==> src/rtl/lsu_pkg.sv <==
`default_nettype none
// ============================================================================
//  Module   : lsu_pkg
//  Purpose  : Shared definitions for the load/store unit bus adapter:
//             FSM state encoding, load instruction codes, store mask codes
//             and the alignment rule used by the optional misalign check
//             (LSU_MISALIGN_CHECK_EN, see lsu_bus).
//  Revision : 1.0 - initial release
// ============================================================================
package lsu_pkg;

   typedef enum logic [1:0] {
      ST_IDLE = 2'd0,
      ST_REQ  = 2'd1,
      ST_WAIT = 2'd2,
      ST_DONE = 2'd3
   } lsu_state_t;

   // Load instruction codes
   localparam logic [2:0] c_LD_NONE = 3'b000;
   localparam logic [2:0] c_LD_LB   = 3'b001;
   localparam logic [2:0] c_LD_LH   = 3'b010;
   localparam logic [2:0] c_LD_LW   = 3'b011;
   localparam logic [2:0] c_LD_LBU  = 3'b100;
   localparam logic [2:0] c_LD_LHU  = 3'b101;

   // Store byte masks (unshifted)
   localparam logic [3:0] c_ST_NONE = 4'b0000;
   localparam logic [3:0] c_ST_SB   = 4'b0001;
   localparam logic [3:0] c_ST_SH   = 4'b0011;
   localparam logic [3:0] c_ST_SW   = 4'b1111;

   // Halfword accesses need an even address, word accesses a word-aligned
   // one. A nonzero store mask takes precedence over the load code.
   function automatic logic f_misaligned(input logic [2:0] i_ld,
                                         input logic [3:0] i_sm,
                                         input logic [1:0] i_off);
      if (i_sm != c_ST_NONE)
         return ((i_sm == c_ST_SH) && i_off[0]) ||
                ((i_sm == c_ST_SW) && (i_off != 2'b00));
      return (((i_ld == c_LD_LH) || (i_ld == c_LD_LHU)) && i_off[0]) ||
             ((i_ld == c_LD_LW) && (i_off != 2'b00));
   endfunction

endpackage
`default_nettype wire

==> src/rtl/lsu_bus_if.sv <==
`default_nettype none
// ============================================================================
//  Module   : lsu_bus_if
//  Purpose  : Bundles the upstream request, downstream result and memory
//             bus signals of the load/store unit.
//  Modports : slave  - the lsu_bus block (accepts requests, drives the bus)
//             master - the surrounding pipeline / memory environment
//  Revision : 1.0 - initial release
// ============================================================================
interface lsu_bus_if #(
   parameter int DATA_WIDTH = 32,
   parameter int ADDR_WIDTH = 32
);
   // upstream request
   logic                  in_valid;
   logic                  in_ready;
   logic [ADDR_WIDTH-1:0] in_addr;
   logic [2:0]            in_load_inst;
   logic [3:0]            in_store_mask;
   logic [DATA_WIDTH-1:0] in_store_data;
   // downstream result
   logic                  out_valid;
   logic                  out_ready;
   logic [DATA_WIDTH-1:0] out_rdata;
   logic                  out_err;
   // memory bus
   logic                  mem_req_valid;
   logic                  mem_req_ready;
   logic                  mem_wen;
   logic [ADDR_WIDTH-1:0] mem_addr;
   logic [3:0]            mem_wmask;
   logic [DATA_WIDTH-1:0] mem_wdata;
   logic                  mem_resp_valid;
   logic [DATA_WIDTH-1:0] mem_rdata;

   modport slave (
      input  in_valid, in_addr, in_load_inst, in_store_mask, in_store_data,
      output in_ready,
      output out_valid, out_rdata, out_err,
      input  out_ready,
      output mem_req_valid, mem_wen, mem_addr, mem_wmask, mem_wdata,
      input  mem_req_ready, mem_resp_valid, mem_rdata
   );

   modport master (
      output in_valid, in_addr, in_load_inst, in_store_mask, in_store_data,
      input  in_ready,
      input  out_valid, out_rdata, out_err,
      output out_ready,
      input  mem_req_valid, mem_wen, mem_addr, mem_wmask, mem_wdata,
      output mem_req_ready, mem_resp_valid, mem_rdata
   );
endinterface
`default_nettype wire

==> src/rtl/lsu_load_align.sv <==
`default_nettype none
// ============================================================================
//  Module   : lsu_load_align
//  Purpose  : Combinational load data alignment: shifts the raw bus word
//             down by the byte offset and sign/zero extends per load type.
//  Ports    : i_rdata     - raw word from the bus
//             i_byte_off  - address bits [1:0]
//             i_load_inst - load code (lsu_pkg c_LD_*)
//             o_data      - aligned, extended result (0 for no load)
//  Revision : 1.0 - initial release
// ============================================================================
module lsu_load_align #(
   parameter int DATA_WIDTH = 32
) (
   input  wire logic [DATA_WIDTH-1:0] i_rdata,
   input  wire logic [1:0]            i_byte_off,
   input  wire logic [2:0]            i_load_inst,
   output logic      [DATA_WIDTH-1:0] o_data
);
   import lsu_pkg::*;

   logic [DATA_WIDTH-1:0] w_shifted;

   assign w_shifted = i_rdata >> {i_byte_off, 3'b000};

   always_comb begin
      o_data = '0;
      case (i_load_inst)
         c_LD_LB:  o_data = {{(DATA_WIDTH-8){w_shifted[7]}},   w_shifted[7:0]};
         c_LD_LH:  o_data = {{(DATA_WIDTH-16){w_shifted[15]}}, w_shifted[15:0]};
         c_LD_LW:  o_data = w_shifted;
         c_LD_LBU: o_data = {{(DATA_WIDTH-8){1'b0}},           w_shifted[7:0]};
         c_LD_LHU: o_data = {{(DATA_WIDTH-16){1'b0}},          w_shifted[15:0]};
         default:  o_data = '0;
      endcase
   end
endmodule
`default_nettype wire

==> src/rtl/lsu_bus.sv <==
`default_nettype none
// ============================================================================
//  Module   : lsu_bus
//  Purpose  : Single-outstanding load/store unit to memory bus adapter.
//             IDLE accepts a request, REQ presents it on the bus, WAIT takes
//             the response, DONE holds the result until writeback takes it.
//  Ports    : clk, rst  - clock, synchronous active-high reset
//             bus       - lsu_bus_if.slave (upstream, result, memory bus)
//  Config   : LSU_MISALIGN_CHECK_EN - when defined, misaligned halfword/word
//             accesses skip the bus and complete with out_err=1.
//  Revision : 1.0 - initial release
// ============================================================================
module lsu_bus #(
   parameter int DATA_WIDTH = 32,
   parameter int ADDR_WIDTH = 32
) (
   input wire logic  clk,
   input wire logic  rst,
   lsu_bus_if.slave  bus
);
   import lsu_pkg::*;

   lsu_state_t            r_state;
   lsu_state_t            w_state_nxt;
   logic [ADDR_WIDTH-1:0] r_addr;
   logic [2:0]            r_load_inst;
   logic [3:0]            r_store_mask;
   logic [DATA_WIDTH-1:0] r_store_data;
   logic [DATA_WIDTH-1:0] r_rdata;
   logic                  r_err;

   logic                  w_in_ready;
   logic                  w_req_valid;
   logic                  w_out_valid;
   logic                  w_accept;
   logic                  w_in_noop;
   logic                  w_misalign;
   logic                  w_is_store;
   logic [DATA_WIDTH-1:0] w_load_data;

   assign w_accept   = bus.in_valid && w_in_ready;
   assign w_in_noop  = (bus.in_store_mask == c_ST_NONE) && (bus.in_load_inst == c_LD_NONE);
   // A nonzero store mask wins over any load code.
   assign w_is_store = (r_store_mask != c_ST_NONE);

`ifdef LSU_MISALIGN_CHECK_EN
   assign w_misalign = f_misaligned(bus.in_load_inst, bus.in_store_mask, bus.in_addr[1:0]);
`else
   assign w_misalign = 1'b0;
`endif

   // ---------------- FSM ----------------
   always_ff @(posedge clk) begin
      if (rst) r_state <= ST_IDLE;
      else     r_state <= w_state_nxt;
   end

   always_comb begin
      w_state_nxt = r_state;
      w_in_ready  = 1'b0;
      w_req_valid = 1'b0;
      w_out_valid = 1'b0;
      case (r_state)
         ST_IDLE: begin
            w_in_ready = 1'b1;
            if (bus.in_valid)
               w_state_nxt = (w_in_noop || w_misalign) ? ST_DONE : ST_REQ;
         end
         ST_REQ: begin
            w_req_valid = 1'b1;
            if (bus.mem_req_ready) w_state_nxt = ST_WAIT;
         end
         ST_WAIT: begin
            if (bus.mem_resp_valid) w_state_nxt = ST_DONE;
         end
         ST_DONE: begin
            w_out_valid = 1'b1;
            if (bus.out_ready) w_state_nxt = ST_IDLE;
         end
         default: w_state_nxt = ST_IDLE;
      endcase
   end

   // ---------------- request latch and result capture ----------------
   always_ff @(posedge clk) begin
      if (rst) begin
         r_addr       <= '0;
         r_load_inst  <= c_LD_NONE;
         r_store_mask <= c_ST_NONE;
         r_store_data <= '0;
         r_rdata      <= '0;
         r_err        <= 1'b0;
      end else begin
         if (w_accept) begin
            r_addr       <= bus.in_addr;
            r_load_inst  <= bus.in_load_inst;
            r_store_mask <= bus.in_store_mask;
            r_store_data <= bus.in_store_data;
            r_rdata      <= '0;
            r_err        <= w_misalign;
         end
         if ((r_state == ST_WAIT) && bus.mem_resp_valid)
            r_rdata <= w_is_store ? '0 : w_load_data;
      end
   end

   lsu_load_align #(
      .DATA_WIDTH (DATA_WIDTH)
   ) u_load_align (
      .i_rdata     (bus.mem_rdata),
      .i_byte_off  (r_addr[1:0]),
      .i_load_inst (r_load_inst),
      .o_data      (w_load_data)
   );

   // ---------------- outputs ----------------
   // Bus fields come straight from the latched request, so they stay
   // stable for the whole REQ phase however long the bus stalls.
   assign bus.in_ready      = w_in_ready;
   assign bus.out_valid     = w_out_valid;
   assign bus.out_rdata     = r_rdata;
   assign bus.out_err       = r_err;
   assign bus.mem_req_valid = w_req_valid;
   assign bus.mem_wen       = w_is_store;
   assign bus.mem_addr      = {r_addr[ADDR_WIDTH-1:2], 2'b00};
   assign bus.mem_wmask     = r_store_mask << r_addr[1:0];
   assign bus.mem_wdata     = r_store_data << {r_addr[1:0], 3'b000};
endmodule
`default_nettype wire

==> src/flat_wrapper.sv <==
// flat-port wrapper written by rule: the top's interface ports become plain ports
module lsu_bus_flat import lsu_pkg::*;
#(
   parameter int DATA_WIDTH = 32,
   parameter int ADDR_WIDTH = 32
)
  (clk, rst, bus_in_valid, bus_in_addr, bus_in_load_inst, bus_in_store_mask, bus_in_store_data, bus_in_ready, bus_out_valid, bus_out_rdata, bus_out_err, bus_out_ready, bus_mem_req_valid, bus_mem_wen, bus_mem_addr, bus_mem_wmask, bus_mem_wdata, bus_mem_req_ready, bus_mem_resp_valid, bus_mem_rdata);
  lsu_bus_if #(.DATA_WIDTH(DATA_WIDTH), .ADDR_WIDTH(ADDR_WIDTH)) bus_i ();
  input wire logic clk;
  input wire logic rst;
  input wire logic [$bits(bus_i.in_valid)-1:0] bus_in_valid;
  input wire logic [$bits(bus_i.in_addr)-1:0] bus_in_addr;
  input wire logic [$bits(bus_i.in_load_inst)-1:0] bus_in_load_inst;
  input wire logic [$bits(bus_i.in_store_mask)-1:0] bus_in_store_mask;
  input wire logic [$bits(bus_i.in_store_data)-1:0] bus_in_store_data;
  output wire logic [$bits(bus_i.in_ready)-1:0] bus_in_ready;
  output wire logic [$bits(bus_i.out_valid)-1:0] bus_out_valid;
  output wire logic [$bits(bus_i.out_rdata)-1:0] bus_out_rdata;
  output wire logic [$bits(bus_i.out_err)-1:0] bus_out_err;
  input wire logic [$bits(bus_i.out_ready)-1:0] bus_out_ready;
  output wire logic [$bits(bus_i.mem_req_valid)-1:0] bus_mem_req_valid;
  output wire logic [$bits(bus_i.mem_wen)-1:0] bus_mem_wen;
  output wire logic [$bits(bus_i.mem_addr)-1:0] bus_mem_addr;
  output wire logic [$bits(bus_i.mem_wmask)-1:0] bus_mem_wmask;
  output wire logic [$bits(bus_i.mem_wdata)-1:0] bus_mem_wdata;
  input wire logic [$bits(bus_i.mem_req_ready)-1:0] bus_mem_req_ready;
  input wire logic [$bits(bus_i.mem_resp_valid)-1:0] bus_mem_resp_valid;
  input wire logic [$bits(bus_i.mem_rdata)-1:0] bus_mem_rdata;
  assign bus_i.in_valid = bus_in_valid;
  assign bus_i.in_addr = bus_in_addr;
  assign bus_i.in_load_inst = bus_in_load_inst;
  assign bus_i.in_store_mask = bus_in_store_mask;
  assign bus_i.in_store_data = bus_in_store_data;
  assign bus_in_ready = bus_i.in_ready;
  assign bus_out_valid = bus_i.out_valid;
  assign bus_out_rdata = bus_i.out_rdata;
  assign bus_out_err = bus_i.out_err;
  assign bus_i.out_ready = bus_out_ready;
  assign bus_mem_req_valid = bus_i.mem_req_valid;
  assign bus_mem_wen = bus_i.mem_wen;
  assign bus_mem_addr = bus_i.mem_addr;
  assign bus_mem_wmask = bus_i.mem_wmask;
  assign bus_mem_wdata = bus_i.mem_wdata;
  assign bus_i.mem_req_ready = bus_mem_req_ready;
  assign bus_i.mem_resp_valid = bus_mem_resp_valid;
  assign bus_i.mem_rdata = bus_mem_rdata;
  lsu_bus #(.DATA_WIDTH(DATA_WIDTH), .ADDR_WIDTH(ADDR_WIDTH)) u_core (.clk(clk), .rst(rst), .bus(bus_i));
endmodule
==> config.mk <==
export PLATFORM = sky130hd
export DESIGN_NAME = lsu_bus_flat
export DESIGN_NICKNAME = d
export VERILOG_FILES = /design/src/rtl/lsu_pkg.sv /design/src/rtl/lsu_bus_if.sv /design/src/rtl/lsu_load_align.sv /design/src/rtl/lsu_bus.sv /design/src/flat_wrapper.sv
export SDC_FILE = /design/constraint.sdc
export NUM_CORES = 1
export LEC_CHECK = 0
export ABC_AREA = 0
export BUFFER_PORTS_ARGS = -buffer_cell sky130_fd_sc_hd__buf_2
export CORE_MARGIN = 2
export CORE_UTILIZATION = 48
export CTS_BUF_LIST = sky130_fd_sc_hd__clkbuf_16
export CTS_CLUSTER_DIAMETER = 120
export DETAILED_ROUTE_END_ITERATION = 12
export MAX_ROUTING_LAYER = met4
export PLACE_DENSITY = 0.8
export SYNTH_ARGS = -nofsm -noshare
export SYNTH_HDL_FRONTEND = slang
export SYNTH_SLANG_ARGS = --single-unit
==> constraint.sdc <==
create_clock -name clk -period 2.7 [get_ports clk]
set_input_delay 0.54 -clock clk [delete_from_list [all_inputs] [get_ports clk]]
set_output_delay 0.54 -clock clk [all_outputs]
set_load 0.02 [all_outputs]
==> results of run 1 <==
-- cell usage after synthesis (all sizes together) (2+ instances only) --
library cell,count
nand2,185
a311oi,9
o21ai,9
inv,4
and2,10
nor2,26
a22oi,2
nand2b,4
buf,41
o211ai,8
dfxtp,105
ha,4
mux2i,38
o2bb2ai,7
clkbuf,40
nor2b,21
a2111oi,2
a211oi,10
a211o,7
a32oi,7
a21oi,88
nor3,3
a221o,8
-- worst paths after layout --
kind	slack (ns)	end	startpoint
worst min register to register	0.45	u_core.r_addr[31]$_SDFFE_PP0P_	u_core.r_addr[31]$_SDFFE_PP0P_
worst min-delay path	0.42	u_core.r_store_data[10]$_SDFFE_PP0P_	bus_in_store_data[10]
worst max-delay path	0.27	bus_mem_wdata[21]	u_core.r_addr[1]$_SDFFE_PP0P_
worst max register to register	0.65	u_core.bus.out_rdata[19]$_SDFFE_PP0P_	u_core.r_store_mask[0]$_SDFFE_PP0P_
-- cell families (layout without fill, tap and decap cells) --
kind of cell,Yosys count,count (layout)
and+or+nand+nor,255,255
AOI/OAI and AO/OA,160,160
DFF,105,105
buffers and inverters,85,248
muxes,38,38
adders and majority gates,4,4
other,1,3
-- final cells by class --
| cell class | count | area share |
|---|---|---|
| timing repair buffer | 228 | 0.189 |
| sequential | 105 | 0.332 |
| clock buffer | 9 | 0.0356 |
| tap | 136 | 0.0269 |
| clock inverter | 7 | 0.00810 |
| multi-input combinational | 460 | 0.405 |
| inverter | 4 | 0.00237 |
-- sequential cells by signal, indices dropped and copies added, names as in the netlist --
name	cells
u_core.r_state	2
u_core.r_load_inst	3
u_core.r_store_mask	4
u_core.r_addr	32
u_core.r_store_data	32
u_core.bus.out_rdata	32
-- metal layers --
metal / vias up / part of all wire / global-route usage
li1: 2501 / - / -
met1: 2303 / 0.42 / 0.312
met2: 207 / 0.49 / 0.434
met3: 25 / 0.073 / 0.0466
met4: 0 / 0.019 / 0.0881
met5: - / 0 / -
-- stage by stage --
stage / power (mW) / hold WS [ns]
global placement: 3.73 / 0.437
detailed placement: 3.78 / 0.445
floorplan: 3.27 / 0.432
global route: 5.29 / 0.422
CTS: 5.02 / 0.412
finish: 5.00 / 0.422
-- tightest hold or removal path: stages --
cell and delay [ns]:
buf_2 0.10, nand2_1 0.04, a21oi_1 0.05
-- power groups by stage --
stage	logic [mW]	clock network (mW)	registers (mW)
2_1_floorplan	1.39	0	1.87
3_5_place_dp	1.84	0	1.94
6_report	1.85	1.24	1.90
4_1_cts	1.85	1.27	1.90
3_3_place_gp	1.80	0	1.93
5_1_grt	2.03	1.33	1.93
==> summary.md, run 1 <==
* Post-CTS Setup Inserts: 0
* die outline height: 107 um
* Placement Setup Slack: 0.652 ns
* vias in the first global route: 4851
* final worst-path setup slack: 0.266 ns
* proportion of layout cells with a drive suffix above 1: 0.310
* status: finished, final reports clean
* clk slew on worst S/H paths: 0.07 ns
* clock period minus worst slack: 2.43 ns
* number of buffer and inverter stages on the critical path: 2
* switching power: 1.97 mW
* proportion of synthesized flip-flops having asynchronous set or reset: 0
* Worst Path Arrival: 1.89 ns
* Initial DRT Pass Iterations: 4
* share of the synthesized area in the top cell type: 0.410
* hold buffer count at CTS: 0
* post-synthesis cell type with the largest combined area: dfxtp_1
* hold depth: 3
* cell area after placement: 6060 sq um
* Die X: 107 um
* path type of the worst setup path: reg -> out
* all-layer global routing usage: 0.258
* fraction of power consumed by sequential logic: 0.381
* post-synthesis cell type count: 37
* Top Family by Delay on Critical Path: flip-flops
* CTS Buffer Depth: 2
* final standard cell utilization of the core: 0.613
* Clock power frac: 0.249
* residual DRC count: 0
* combinational family with the most area after synthesis: simple AND/OR/NAND/NOR gates
* multi-input logic area: 2570 sq um
* placeable core region: 10300 sq um
* wire length reported by the detailed router: 14.6 mm
* GR Overflow Total: 0
* clk root buf: clkbuf_16
* crit path capture type: output port
* Final Cycle Share: 0.902
* Cells after Synth: 648
* kind of start point of the critical path: flop
* final antenna-violating net count: 0
* prevailing post-synth register cell: dfxtp_1
* post-synthesis share of cell area spent on and, or, nand and nor gates: 0.211
* CP max stage delay: 0.70 ns
* pin count of the biggest net entering global routing: 61
* Worst Skew: 0.00621 ns
* initial antenna violation count: 0
* maximum VDD drop: 430 uV
* Hold Violations, Final: 0
* total of warnings raised by yosys: 0
* count of maximum capacitance violations: 0
* Worst path depth: 4
* Inserted Clock Buffers: 9
* vias post-DR: 5036
* #FFs+latches synth: 105
* mean routed wirelength per cell: 15.4 um
* I/O Buffers: 210
* fraction of synthesized area in multiplexers: 0.0743
* path class of the lowest-slack min-delay path: in -> reg
* clock latency reported for the late side of the worst-skew pair: 0.35 ns
* area of the die: 11500 sq um
* post-synthesis xor/xnor area fraction: 0
* worst slew slack as a fraction of its limit: 0.381
* count of flip-flops with a built-in enable after synthesis: 0
* cell area after synthesis: 5120 sq um
* highest net fanout along the worst path: 25
* final non-filler cell total: 949
* achievable clock frequency: 0.411 GHz
* filler cell count in the final layout: 907
* adder-cell area share of the yosys netlist: 0.00977
* first-pass GRT wire length: 23.1 mm
* worst slew pin tran: 0.921 ns
* number of placed I/O pins: 214
* starting utilization of the core area: 0.496
* Critical Path Slowest Stage Cell: dfxtp_2
* area occupied by registers: 2100 sq um
* ANT cells: 0
* main area contributors after synthesis: dfxtp_1, nand2_1, a21oi_1
* Seq/Total Area, Yosys: 0.410
* Resized Gates After CTS: 0
* static leakage: 2.82 nW
* sink count of the clock tree: 105
* unrepaired setup endpoints after global routing: no
* leading cell type in the layout, fill and taps excluded: buf_2
* cell internal power dissipation: 3.02 mW
* placer congestion estimate: 0.881
* sequence of cells on the critical path: buf_4 > mux2i_1 > o21ai_0 > buf_2
* final number of setup-violating endpoints: 0
* number of H-tree levels: 3
* Combinational Power Share: 0.370
* complex-gate fraction of the synthesized area: 0.203
* number of rows in the core area: 37
* synthesis-to-layout area growth: 23.6%
* Inst Count DP: 933
* Final TNS setup: 0 ns
* max-slew violation count: 0
* net count reported at finish: 921
* count of cells along the worst register-to-register path: 4
* number of violations reported at the end of detailed-routing iteration 0: 358
* post-synthesis area per instance: 7.90 sq um
* most used cells in the layout excluding fill and tap cells: buf_2, nand2_1, dfxtp_1
* switching part of the total: 0.395
* pwr/cell area: 789 nW/um^2
* Layout Cell Area excl Fill: 6330 sq um
* TritonCTS clock tree: done
* required time at the worst-slack endpoint: 2.16 ns
* vias per cell: 5.31
* half-perimeter wire length after placement: 10.6 mm
Note: power is estimated with default switching activity, not from simulation.
==> inputs of run 2 (changes only) <==
- CAP_MARGIN: not set -> 15
- GPL_TIMING_DRIVEN: not set -> 0
==> run 2 against run 1 <==
Core utilization increased by 3.1 points. Total power increased by 3.1%. Global-route usage increased by 1.7 points. Fmax decreased by 5.4%. Largest power group is now combinational logic.
==> summary.md, run 2 (synthesized netlist as in run 1, its figures left out) <==
* clock period minus worst slack: 2.57 ns
* number of H-tree levels: 3
* first-pass GRT wire length: 24.4 mm
* cell area after placement: 6350 sq um
* Initial DRT Pass Iterations: 5
* proportion of layout cells with a drive suffix above 1: 0.319
* vias per cell: 5.31
* I/O Buffers: 209
* Post-CTS Setup Inserts: 0
* pwr/cell area: 775 nW/um^2
* Final Cycle Share: 0.953
* Placement Setup Slack: -0.174 ns
* initial antenna violation count: 0
* status: finished, final reports clean
* static leakage: 3.01 nW
* GR Overflow Total: 0
* wire length reported by the detailed router: 15.7 mm
* vias in the first global route: 5083
* sink count of the clock tree: 105
* placeable core region: 10300 sq um
* path type of the worst setup path: reg -> out
* vias post-DR: 5359
* Die X: 107 um
* area of the die: 11500 sq um
* Final TNS setup: 0 ns
* TritonCTS clock tree: done
* setup slack of the worst register-to-register path: 0.29 ns
* ANT cells: 0
* residual DRC count: 0
* half-perimeter wire length after placement: 12.0 mm
* synthesis-to-layout area growth: 29.8%
* clk slew on worst S/H paths: 0.08 ns
* number of rows in the core area: 37
* hold buffer count at CTS: 0
* worst slew pin tran: 0.977 ns
* final number of setup-violating endpoints: 0
* placer congestion estimate: 0.920
* all-layer global routing usage: 0.275
* final antenna-violating net count: 0
* worst slew slack as a fraction of its limit: 0.332
* achievable clock frequency: 0.389 GHz
* leading cell type in the layout, fill and taps excluded: buf_2
* Worst Skew: 0.0129 ns
* Worst Path Arrival: 2.03 ns
* highest net fanout along the worst path: 10
* most used cells in the layout excluding fill and tap cells: buf_2, nand2_1, dfxtp_1
* pin count of the biggest net entering global routing: 20
* kind of start point of the critical path: flop
* number of placed I/O pins: 214
* net count reported at finish: 982
* starting utilization of the core area: 0.496
* clock latency reported for the late side of the worst-skew pair: 0.34 ns
* maximum VDD drop: 521 uV
* clk root buf: clkbuf_16
* max-slew violation count: 0
* required time at the worst-slack endpoint: 2.16 ns
* CTS Buffer Depth: 2
* Inserted Clock Buffers: 9
* path class of the lowest-slack min-delay path: in -> reg
* count of maximum capacitance violations: 0
* crit path capture type: output port
* filler cell count in the final layout: 964
* Hold Violations, Final: 0
* final worst-path setup slack: 0.128 ns
* final standard cell utilization of the core: 0.644
* Layout Cell Area excl Fill: 6650 sq um
* die outline height: 107 um
* mean routed wirelength per cell: 15.6 um
* number of violations reported at the end of detailed-routing iteration 0: 290
-- run 2: worst paths after layout --
check,startpoint,end,depth (start not counted)
setup / recovery,u_core.r_addr[0]$_SDFFE_PP0P_,bus_mem_wmask[1],6
hold / removal,bus_in_addr[20],u_core.r_addr[20]$_SDFFE_PP0P_,3
setup reg to reg,u_core.r_state[0]$_SDFFE_PP0P_,u_core.bus.out_rdata[21]$_SDFFE_PP0P_,8
hold reg to reg,u_core.r_addr[27]$_SDFFE_PP0P_,u_core.r_addr[27]$_SDFFE_PP0P_,2
-- run 2: per-layer routing --
layer | GRT usage | up-vias | wire, um
li1 | - | 2639 | -
met5 | - | - | 0
met3 | 0.0321 | 36 | 1000
met1 | 0.348 | 2456 | 6610
met4 | 0.100 | 0 | 378
met2 | 0.456 | 228 | 7720
-- run 2: power breakdown --
group	internal (mW)	switching [mW]	total [mW]	leakage, nW
combinational	0.719	1.28	2.00	2.02
clock	0.644	0.625	1.27	0.137
sequential	1.74	0.148	1.89	0.857
total	3.10	2.05	5.15	3.01
-- run 2: area by class of cell --
cell class | count | area, sq um | share of cell area
inverter | 4 | 15.0 | 0.00226
tap | 136 | 170 | 0.0256
clock buffer | 9 | 225 | 0.0339
sequential | 105 | 2100 | 0.317
clock inverter | 7 | 57.6 | 0.00866
multi-input combinational | 460 | 2560 | 0.386
timing repair buffer | 210 | 1050 | 0.158
buffer | 79 | 460 | 0.0693
-- run 2: repair_timing --
item	in CTS	in global routing
endpoints found under the hold margin	0	0
gates resized for setup	8	7
gates cloned	0	0
setup endpoints to repair	27	13
-- run 2: worst max-delay path, cell delays in order (launching register included) --
cell and delay [ns]:
dfxtp_2 0.43, clkbuf_2 0.27, clkbuf_4 0.27, clkbuf_4 0.25, mux2i_1 0.21, nor2_1 0.08
buf_2 0.19
-- run 2: stage by stage --
step           hold WS, ns  cells  power (mW)
6_report             0.424   1010        5.15
5_1_grt              0.431   1010        5.44
4_1_cts              0.422   1009        5.15
3_5_place_dp         0.443    995        3.90
3_3_place_gp         0.439    995        3.87
2_1_floorplan        0.432    650        3.27
